<file path="src/rtl/ooo_pkg.sv">
// Shared out-of-order core definitions.
//   br_rec_state_t : branch recovery FSM encoding (IDLE, FLUSH, REDIRECT)
//   rob_age()      : wrap-safe age of a ROB tag relative to the ROB head.
//                    The ROB and LSQ use the same helper.
package ooo_pkg;

  // Widest ROB tag that rob_age() supports.
  localparam int ROB_TAG_MAX_W = 16;

  typedef enum logic [1:0] {
    IDLE     = 2'd0,
    FLUSH    = 2'd1,
    REDIRECT = 2'd2
  } br_rec_state_t;

  // age = (tag - head) mod 2^width. A smaller age means an older entry.
  // Tags are passed zero-extended to ROB_TAG_MAX_W bits.
  function automatic logic [ROB_TAG_MAX_W-1:0] rob_age(
    input logic [ROB_TAG_MAX_W-1:0] tag,
    input logic [ROB_TAG_MAX_W-1:0] head,
    input int                       width
  );
    logic [ROB_TAG_MAX_W-1:0] mask;
    mask = ROB_TAG_MAX_W'((32'd1 << width) - 32'd1);
    return (tag - head) & mask;
  endfunction

endpackage

</file>
<file path="src/rtl/rob_age_cmp.sv">
// Combinational wrap-safe age compare between two ROB tags.
//   a, b     : ROB tags to compare
//   head     : tag of the oldest ROB entry
//   is_older : 1 when a is strictly older than b (equal tags give 0)
module rob_age_cmp
  import ooo_pkg::*;
#(
  parameter int ROB_WIDTH = 4
) (
  input  logic [ROB_WIDTH-1:0] a,
  input  logic [ROB_WIDTH-1:0] b,
  input  logic [ROB_WIDTH-1:0] head,
  output logic                 is_older
);

  logic [ROB_TAG_MAX_W-1:0] age_a;
  logic [ROB_TAG_MAX_W-1:0] age_b;

  assign age_a    = rob_age(ROB_TAG_MAX_W'(a), ROB_TAG_MAX_W'(head), ROB_WIDTH);
  assign age_b    = rob_age(ROB_TAG_MAX_W'(b), ROB_TAG_MAX_W'(head), ROB_WIDTH);
  assign is_older = (age_a < age_b);

endmodule

</file>
<file path="src/rtl/branch_recovery_unit.sv">
// Branch recovery unit: turns resolved branches into ROB completions and, on
// a mispredict, into a one-cycle squash followed by a fetch redirect.
//   i_clk, i_rst_n        : clock, asynchronous active-low reset
//   i_br_*                : resolved-branch stream (one result per cycle, no
//                           backpressure)
//   i_rob_head            : oldest ROB tag, reference point for age compares
//   o_cmpl_*              : registered completion towards the ROB (1-cycle pulse)
//   o_flush*              : squash pulse; squash everything younger than the tag
//   o_redirect_*          : corrected PC to fetch, i_redirect_ready accepts it
//   o_busy                : recovery in progress, dispatch stalls
//   dbg_state             : current FSM state, observation only
//
// Redirect handshake: a transfer happens on a rising edge where
// o_redirect_valid and i_redirect_ready are both 1. Once valid is raised,
// o_redirect_pc and o_redirect_valid hold until that transfer; the only
// exception is an older mispredict, which drops valid for one FLUSH cycle and
// then presents the new PC. Ready may be high before valid.
module branch_recovery_unit
  import ooo_pkg::*;
#(
  parameter int DATA_WIDTH = 32,
  parameter int ROB_WIDTH  = 4
) (
  input  logic                  i_clk,
  input  logic                  i_rst_n,
  input  logic                  i_br_valid,
  input  logic [ROB_WIDTH-1:0]  i_br_rob_tag,
  input  logic                  i_br_taken,
  input  logic [DATA_WIDTH-1:0] i_br_target_addr,
  input  logic                  i_br_mispredict,
  input  logic [DATA_WIDTH-1:0] i_br_result,
  input  logic [ROB_WIDTH-1:0]  i_rob_head,
  output logic                  o_cmpl_valid,
  output logic [ROB_WIDTH-1:0]  o_cmpl_rob_tag,
  output logic [DATA_WIDTH-1:0] o_cmpl_data,
  output logic                  o_cmpl_taken,
  output logic                  o_cmpl_mispredict,
  output logic                  o_flush,
  output logic [ROB_WIDTH-1:0]  o_flush_rob_tag,
  output logic                  o_redirect_valid,
  output logic [DATA_WIDTH-1:0] o_redirect_pc,
  input  logic                  i_redirect_ready,
  output logic                  o_busy,
  output br_rec_state_t         dbg_state
);

  br_rec_state_t         state;
  br_rec_state_t         state_next;
  logic [ROB_WIDTH-1:0]  cap_tag;
  logic [DATA_WIDTH-1:0] cap_pc;

  logic br_older;
  logic stale;
  logic accept;
  logic capture;

  rob_age_cmp #(.ROB_WIDTH(ROB_WIDTH)) u_age_cmp (
    .a        (i_br_rob_tag),
    .b        (cap_tag),
    .head     (i_rob_head),
    .is_older (br_older)
  );

  // While recovering, anything not strictly older than the captured branch is
  // on the squashed path (an equal tag cannot legally occur and is dropped too).
  assign stale   = (state != IDLE) && !br_older;
  assign accept  = i_br_valid && !stale;
  // In IDLE every mispredict captures; while busy only older ones survive the
  // filter, so this also implements the older-mispredict override. A capture
  // wins over a same-cycle redirect handshake.
  assign capture = accept && i_br_mispredict;

  always_comb begin
    state_next       = state;
    o_flush          = 1'b0;
    o_flush_rob_tag  = '0;
    o_redirect_valid = 1'b0;
    o_redirect_pc    = '0;
    o_busy           = (state != IDLE);
    case (state)
      IDLE: begin
        if (capture) state_next = FLUSH;
      end
      FLUSH: begin
        o_flush         = 1'b1;
        o_flush_rob_tag = cap_tag;
        state_next      = capture ? FLUSH : REDIRECT;
      end
      REDIRECT: begin
        o_redirect_valid = 1'b1;
        o_redirect_pc    = cap_pc;
        if (capture)               state_next = FLUSH;
        else if (i_redirect_ready) state_next = IDLE;
      end
      default: state_next = IDLE;
    endcase
  end

  assign dbg_state = state;

  always_ff @(posedge i_clk or negedge i_rst_n) begin
    if (!i_rst_n) begin
      state   <= IDLE;
      cap_tag <= '0;
      cap_pc  <= '0;
    end else begin
      state <= state_next;
      if (capture) begin
        cap_tag <= i_br_rob_tag;
        cap_pc  <= i_br_target_addr;
      end
    end
  end

  always_ff @(posedge i_clk or negedge i_rst_n) begin
    if (!i_rst_n) begin
      o_cmpl_valid      <= 1'b0;
      o_cmpl_rob_tag    <= '0;
      o_cmpl_data       <= '0;
      o_cmpl_taken      <= 1'b0;
      o_cmpl_mispredict <= 1'b0;
    end else begin
      o_cmpl_valid <= accept;
      if (accept) begin
        o_cmpl_rob_tag    <= i_br_rob_tag;
        o_cmpl_data       <= i_br_result;
        o_cmpl_taken      <= i_br_taken;
        o_cmpl_mispredict <= i_br_mispredict;
      end
    end
  end

endmodule

</file>
<file path="config.mk">
export PLATFORM = sky130hd
export DESIGN_NAME = branch_recovery_unit
export DESIGN_NICKNAME = d
export VERILOG_FILES = /design/src/rtl/ooo_pkg.sv /design/src/rtl/rob_age_cmp.sv /design/src/rtl/branch_recovery_unit.sv
export SDC_FILE = /design/constraint.sdc
export NUM_CORES = 1
export LEC_CHECK = 0
export ABC_AREA = 1
export ABC_CLOCK_PERIOD_IN_PS = 4770
export BUFFER_PORTS_ARGS = -buffer_cell sky130_fd_sc_hd__buf_2
export CORE_MARGIN = 2
export CORE_UTILIZATION = 51
export DETAILED_ROUTE_END_ITERATION = 8
export GPL_TIMING_DRIVEN = 0
export PLACE_DENSITY = 0.88
export SLEW_MARGIN = 30
export SYNTH_ARGS = -nofsm -noshare
export SYNTH_HDL_FRONTEND = slang
export SYNTH_HIERARCHICAL = 1
export SYNTH_SLANG_ARGS = --single-unit
</file>
<file path="constraint.sdc">
create_clock -name i_clk -period 4.77 [get_ports i_clk]
set_input_delay 0.2385 -clock i_clk [delete_from_list [all_inputs] [get_ports i_clk]]
set_output_delay 0.2385 -clock i_clk [all_outputs]
set_load 0.005 [all_outputs]
</file>
Word level (Yosys, flattened, before mapping)
Index checks and enable logic that the tools add are counted.

Logic and storage cells: 32. Register bits after elaboration: 77.

Add/subtract/negate cells: 2. Reduce and logical (&&, ||, !) cells: 8. Muxes and demuxes: 9. Magnitude comparators: 1. Equality and inequality tests: 4.

Operators with widths (number): 32-bit 2-to-1 mux (1); 2-bit 2-to-1 mux (4); 4-bit subtractor (2); 2-bit case mux with 3 select lines (1); 4-bit less-than comparator (1); 4-bit 2-to-1 mux (1); 1-bit logical AND (3); 3-bit inequality test, second input constant (1); 2-bit by 1-bit == test with 1-bit output, second input constant (1); 2-bit == test, second input constant (1); 1-bit zero test (2); 2-bit zero test (1); 1-bit 2-to-1 mux (2); 2-bit inequality test, second input constant (1); 2-bit AND reduction (1); 2-bit nonzero test (1).

Logic depth before layout (Yosys ltp)
Depth after elaboration: 9. Mapped depth: 19. Gate-level depth less buffers: 17.

Modules after synthesis
The synthesis kept the hierarchy.

By module, submodules not included: branch_recovery_unit (seq. area each 1926.8 um2, times used 1, cells each 415, area an instance 3344.5 um2); rob_age_cmp (seq. area each 0.0 um2, times used 1, cells each 53, area an instance 335.3 um2).

Worst setup path after synthesis
No wires, ideal clock.

Path kind: register -> register. From: register cap_tag[2]. To: register cap_pc[10]. Path buffers: 3. Library setup time: 117 ps. Arrival: 2255 ps. Cell stages (with the launch flop): 17. Clock period less this slack: 2372 ps. Slack: 2398 ps. Data required time: 4653 ps. Cell sequence: dfrtp_1 > ha_1 > a21oi_1 > nand2_1 > nand2_1 > nand2_1 > ha_1 > a21o_1 > a21oi_1 > inv_1 > o21ai_2 > buf_4 > nand3_2 > buf_6 > buf_6 > nand2_1 > nand2_1.

Word-level cells in the longest chain between the ends: 7.

RTL lines: start: declaration (line branch_recovery_unit.sv:49) `logic [ROB_WIDTH-1:0] cap_tag;`; start signal: assignment (line branch_recovery_unit.sv:109) `cap_tag <= i_br_rob_tag;`; 4-bit subtractor (line ooo_pkg.sv:25) `return (tag - head) & mask;`; 4-bit less-than comparator (line rob_age_cmp.sv:21) `assign is_older = (age_a < age_b);`; net br_older (line branch_recovery_unit.sv:52) `logic br_older;`; 1-bit zero test (line branch_recovery_unit.sv:66) `assign stale = (state != IDLE) && !br_older;`; 1-bit logical AND (line branch_recovery_unit.sv:66); 1-bit zero test (line branch_recovery_unit.sv:67) `assign accept = i_br_valid && !stale;`; 1-bit logical AND (line branch_recovery_unit.sv:67); 1-bit logical AND (line branch_recovery_unit.sv:71) `assign capture = accept && i_br_mispredict;`; end signal: assignment (line branch_recovery_unit.sv:110) `cap_pc <= i_br_target_addr;`; end: declaration (line branch_recovery_unit.sv:50) `logic [DATA_WIDTH-1:0] cap_pc;`.

The timed path passes the listed nets, and every way through them passes these cells. A chain may end at the register's enable or synchronous reset.

Worst setup path after layout
Ends and elaborated chain as after synthesis.

==> metrics.md <==
| Metric | Value |
|---|---|
| Largest family of logic cells by synthesized area | simple AND/OR/NAND/NOR gates |
| Worst vdd ir | 0.288 mV |
| Largest net degree at the start of global routing | 45 |
| Post-Synth XOR/XNOR Area | 0.00476 |
| Final Cell Area | 4850 µm² |
| Synth Cell Area | 3680 µm² |
| Clock transition at path regs | 0.08 ns |
| Die H | 88.9 µm |
| Root Buffer | clkbuf_8 |
| Worst path required time | 5.00 ns |
| YS warnings | 6 |
| Num ports | 158 |
| CTS Buffer Depth | 2 |
| Final worst-path cycle share | 0.556 |
| Register area share after synthesis | 0.524 |
| Htree depth | 3 |
| Grt total ovfl | 0 |
| Fin. max-slew vios | 0 |
| Placed cell area | 4600 µm² |
| Compound-Gate Fraction of Synth Area | 0.00986 |
| RePlAce Congestion | 0.807 |
| Initial antenna violation count | 0 |
| Synth-to-Final Area Change | 31.9% |
| CTS Buf Count | 9 |
| Reg2Reg Capture Point | cap_pc[10] |
| Net count reported at finish | 726 |
| Simple-Gate Fraction of Synth Area | 0.319 |
| Initial Util | 0.533 |
| HP Start | i_br_result[27] |
| Post-cts sizing count | 0 |
| Overall routing resource usage | 0.246 |
| Worst-Skew Late Latency | 0.34 ns |
| Sink Count | 77 |
| WL/cell | 12.9 µm |
| Commonest cells after routing, fill and taps aside | nand2_1, buf_2, dfrtp_1, inv_1, nor2_1 |
| Max_slew headroom | 0.667 |
| Final setup viols | 0 |
| Non-Filler Instances | 738 |
| Number of global-route vias before repair | 3316 |
| Post-Synthesis Cells | 468 |
| Die Wd | 88.9 µm |
| Setup TNS | 0 ns |
| Post-DP HPWL | 7180 µm |
| Ant. Diodes | 0 |
| Die area | 7910 µm² |
| Post-Synth Adder-Cell Area | 0.0415 |
| Worst EP arrival | 2.88 ns |
| Max_cap viols | 0 |
| Tightest Pin Transition | 0.500 ns |
| Std-Cell Rows | 30 |
| Unique cell type count in the Yosys netlist | 21 |
| Drc violations | 0 |
| Worst Setup SP | cap_tag[2] |
| FF-to-FF Start | cap_tag[2] |
| Routed Wire Length | 9550 µm |
| TritonCTS clock tree | done |
| Syn avg cell area | 7.86 µm² |
| Critical Path End | cap_pc[10] |
| Post-layout min period | 2.65 ns |
| HP Class | in -> reg |
| WS Path Type | reg -> reg |
| First-iteration detailed-routing DRC count | 124 |
| Leak | 3.00 nW |
| Critical Path End Type | flip-flop |
| Drt first pass iters | 4 |
| Worst R2R Path Depth | 16 |
| First-pass GRT wire length | 14900 µm |
| RSZ-0062 raised after global routing | false |
| Status | complete, no violations |
| Post-synthesis net count | 557 |
| DR vias | 3535 |
| Port Buffers | 156 |
| Fmax | 377 MHz |
| FF-to-FF setup slack | 2.12 ns |
| Clock skew | 0.0117 ns |
| CP Max Fanout | 10 |
| Ratio of cells with drive above 1 in the final layout | 0.299 |
| Post-synthesis mux area share | 0 |
| CP Launch Type | flip-flop |
| Placed Cells | 721 |
| Floorplan Core Area | 6910 µm² |
| Vias per cell | 4.79 |
| PwrDens | 532 nW/µm² |
| Post-synthesis register bit count | 77 |
| Most common cell after layout, fill and taps aside | nand2_1 |
| Routed Antenna Nets | 0 |
| Final Hold Fails | 0 |
[per-stage QoR]
| step | utilization | total power [mW] | hold slack [ns] | setup slack [ns] |
|---|---|---|---|---|
| 2_1_floorplan | - | 1.61 | -0.0571 | 2.40 |
| 3_3_place_gp | 0.663 | 1.96 | 0.432 | 2.18 |
| 3_5_place_dp | 0.666 | 2.01 | 0.219 | 2.12 |
| 4_1_cts | 0.703 | 2.60 | 0.0673 | 2.14 |
| 5_1_grt | 0.703 | 2.79 | 0.0866 | 1.97 |
| 6_report | 0.703 | 2.58 | 0.0883 | 2.12 |
[worst min-delay path by stage]
stage	slack, ns	depth (start not counted)	to
3_5_place_dp	0.22	1	cap_pc[31]
2_1_floorplan	-0.06	0	cap_pc[0]
6_report	0.09	3	o_cmpl_data[27]
4_1_cts	0.07	3	o_cmpl_data[16]
3_3_place_gp	0.43	3	o_cmpl_data[23]
5_1_grt	0.09	3	o_cmpl_data[24]
[Yosys cell counts]
cell type	instances	area share
inv_1	59	0.060
nand3_2	1	0.0027
nand3_1	3	0.0041
o21ai_0	1	0.0014
buf_4	5	0.010
o21ai_2	1	0.0024
nand3b_1	1	0.0020
nor2_1	37	0.038
xnor2_1	2	0.0048
buf_6	2	0.0061
a21o_1	1	0.0020
fa_1	2	0.011
inv_2	1	0.0010
a21oi_1	3	0.0041
ha_1	9	0.031
nand4_1	36	0.061
dfrtp_1	77	0.52
buf_2	10	0.014
clkbuf_1	7	0.0071
nand2_1	207	0.21
buf_1	3	0.0031
[repair_timing]
| action | CTS | global route |
|---|---|---|
| hold buffers | 1 | 0 |
| buffers inserted | 0 | 0 |
| endpoints found under the setup margin | 0 | 0 |
| hold endpoints to repair | 33 | 0 |
[final cells by class]
type                            count  area, µm²
Buffer                             27        148
Clock buffer                       10        128
Clock inverter                      6        111
Fill cell                         592       2050
Inverter                           60        225
Multi-Input combinational cell    304       1380
Sequential cell                    77       1930
Tap cell                           96        120
Timing Repair Buffer              158        813
[registers in the layout, summed over array words and instances (netlist names)]
name               cells
cap_pc                32
cap_tag                4
dbg_state              2
o_cmpl_data           32
o_cmpl_mispredict      1
o_cmpl_rob_tag         4
o_cmpl_taken           1
o_cmpl_valid           1
[per-layer routing]
layer  routed length [µm]  GRT usage
met5                    0          0
met4                  150     0.0787
met3                  708     0.0628
met2                 4530      0.414
met1                 4160      0.315
[logic make-up after synthesis]
group,count (synthesis)
buffers and inverters,87
XOR/XNOR,2
AND/OR/NAND/NOR,285
adder cells (fa/ha/maj),11
AO/OA/AOI/OAI,6
flip-flops,77
[where the power goes]
| part | switching (mW) | total (mW) | internal (mW) |
|---|---|---|---|
| clock | 0.236 | 0.583 | 0.348 |
| combinational | 0.541 | 0.934 | 0.393 |
| sequential | 0.152 | 1.06 | 0.912 |
| total | 0.929 | 2.58 | 1.65 |
[critical path, stage by stage (launching register included)]
cell and delay (ns):
dfrtp_1 0.40, ha_1 0.35, a21oi_1 0.21, nand2_1 0.07
nand2_1 0.06, nand2_1 0.05, ha_1 0.29, a21o_1 0.18
a21oi_1 0.11, inv_1 0.06, o21ai_2 0.07, buf_4 0.19
nand3_2 0.10, buf_6 0.16, buf_6 0.13, nand2_1 0.06
nand2_1 0.05
Power figures use the tool's default switching activity.
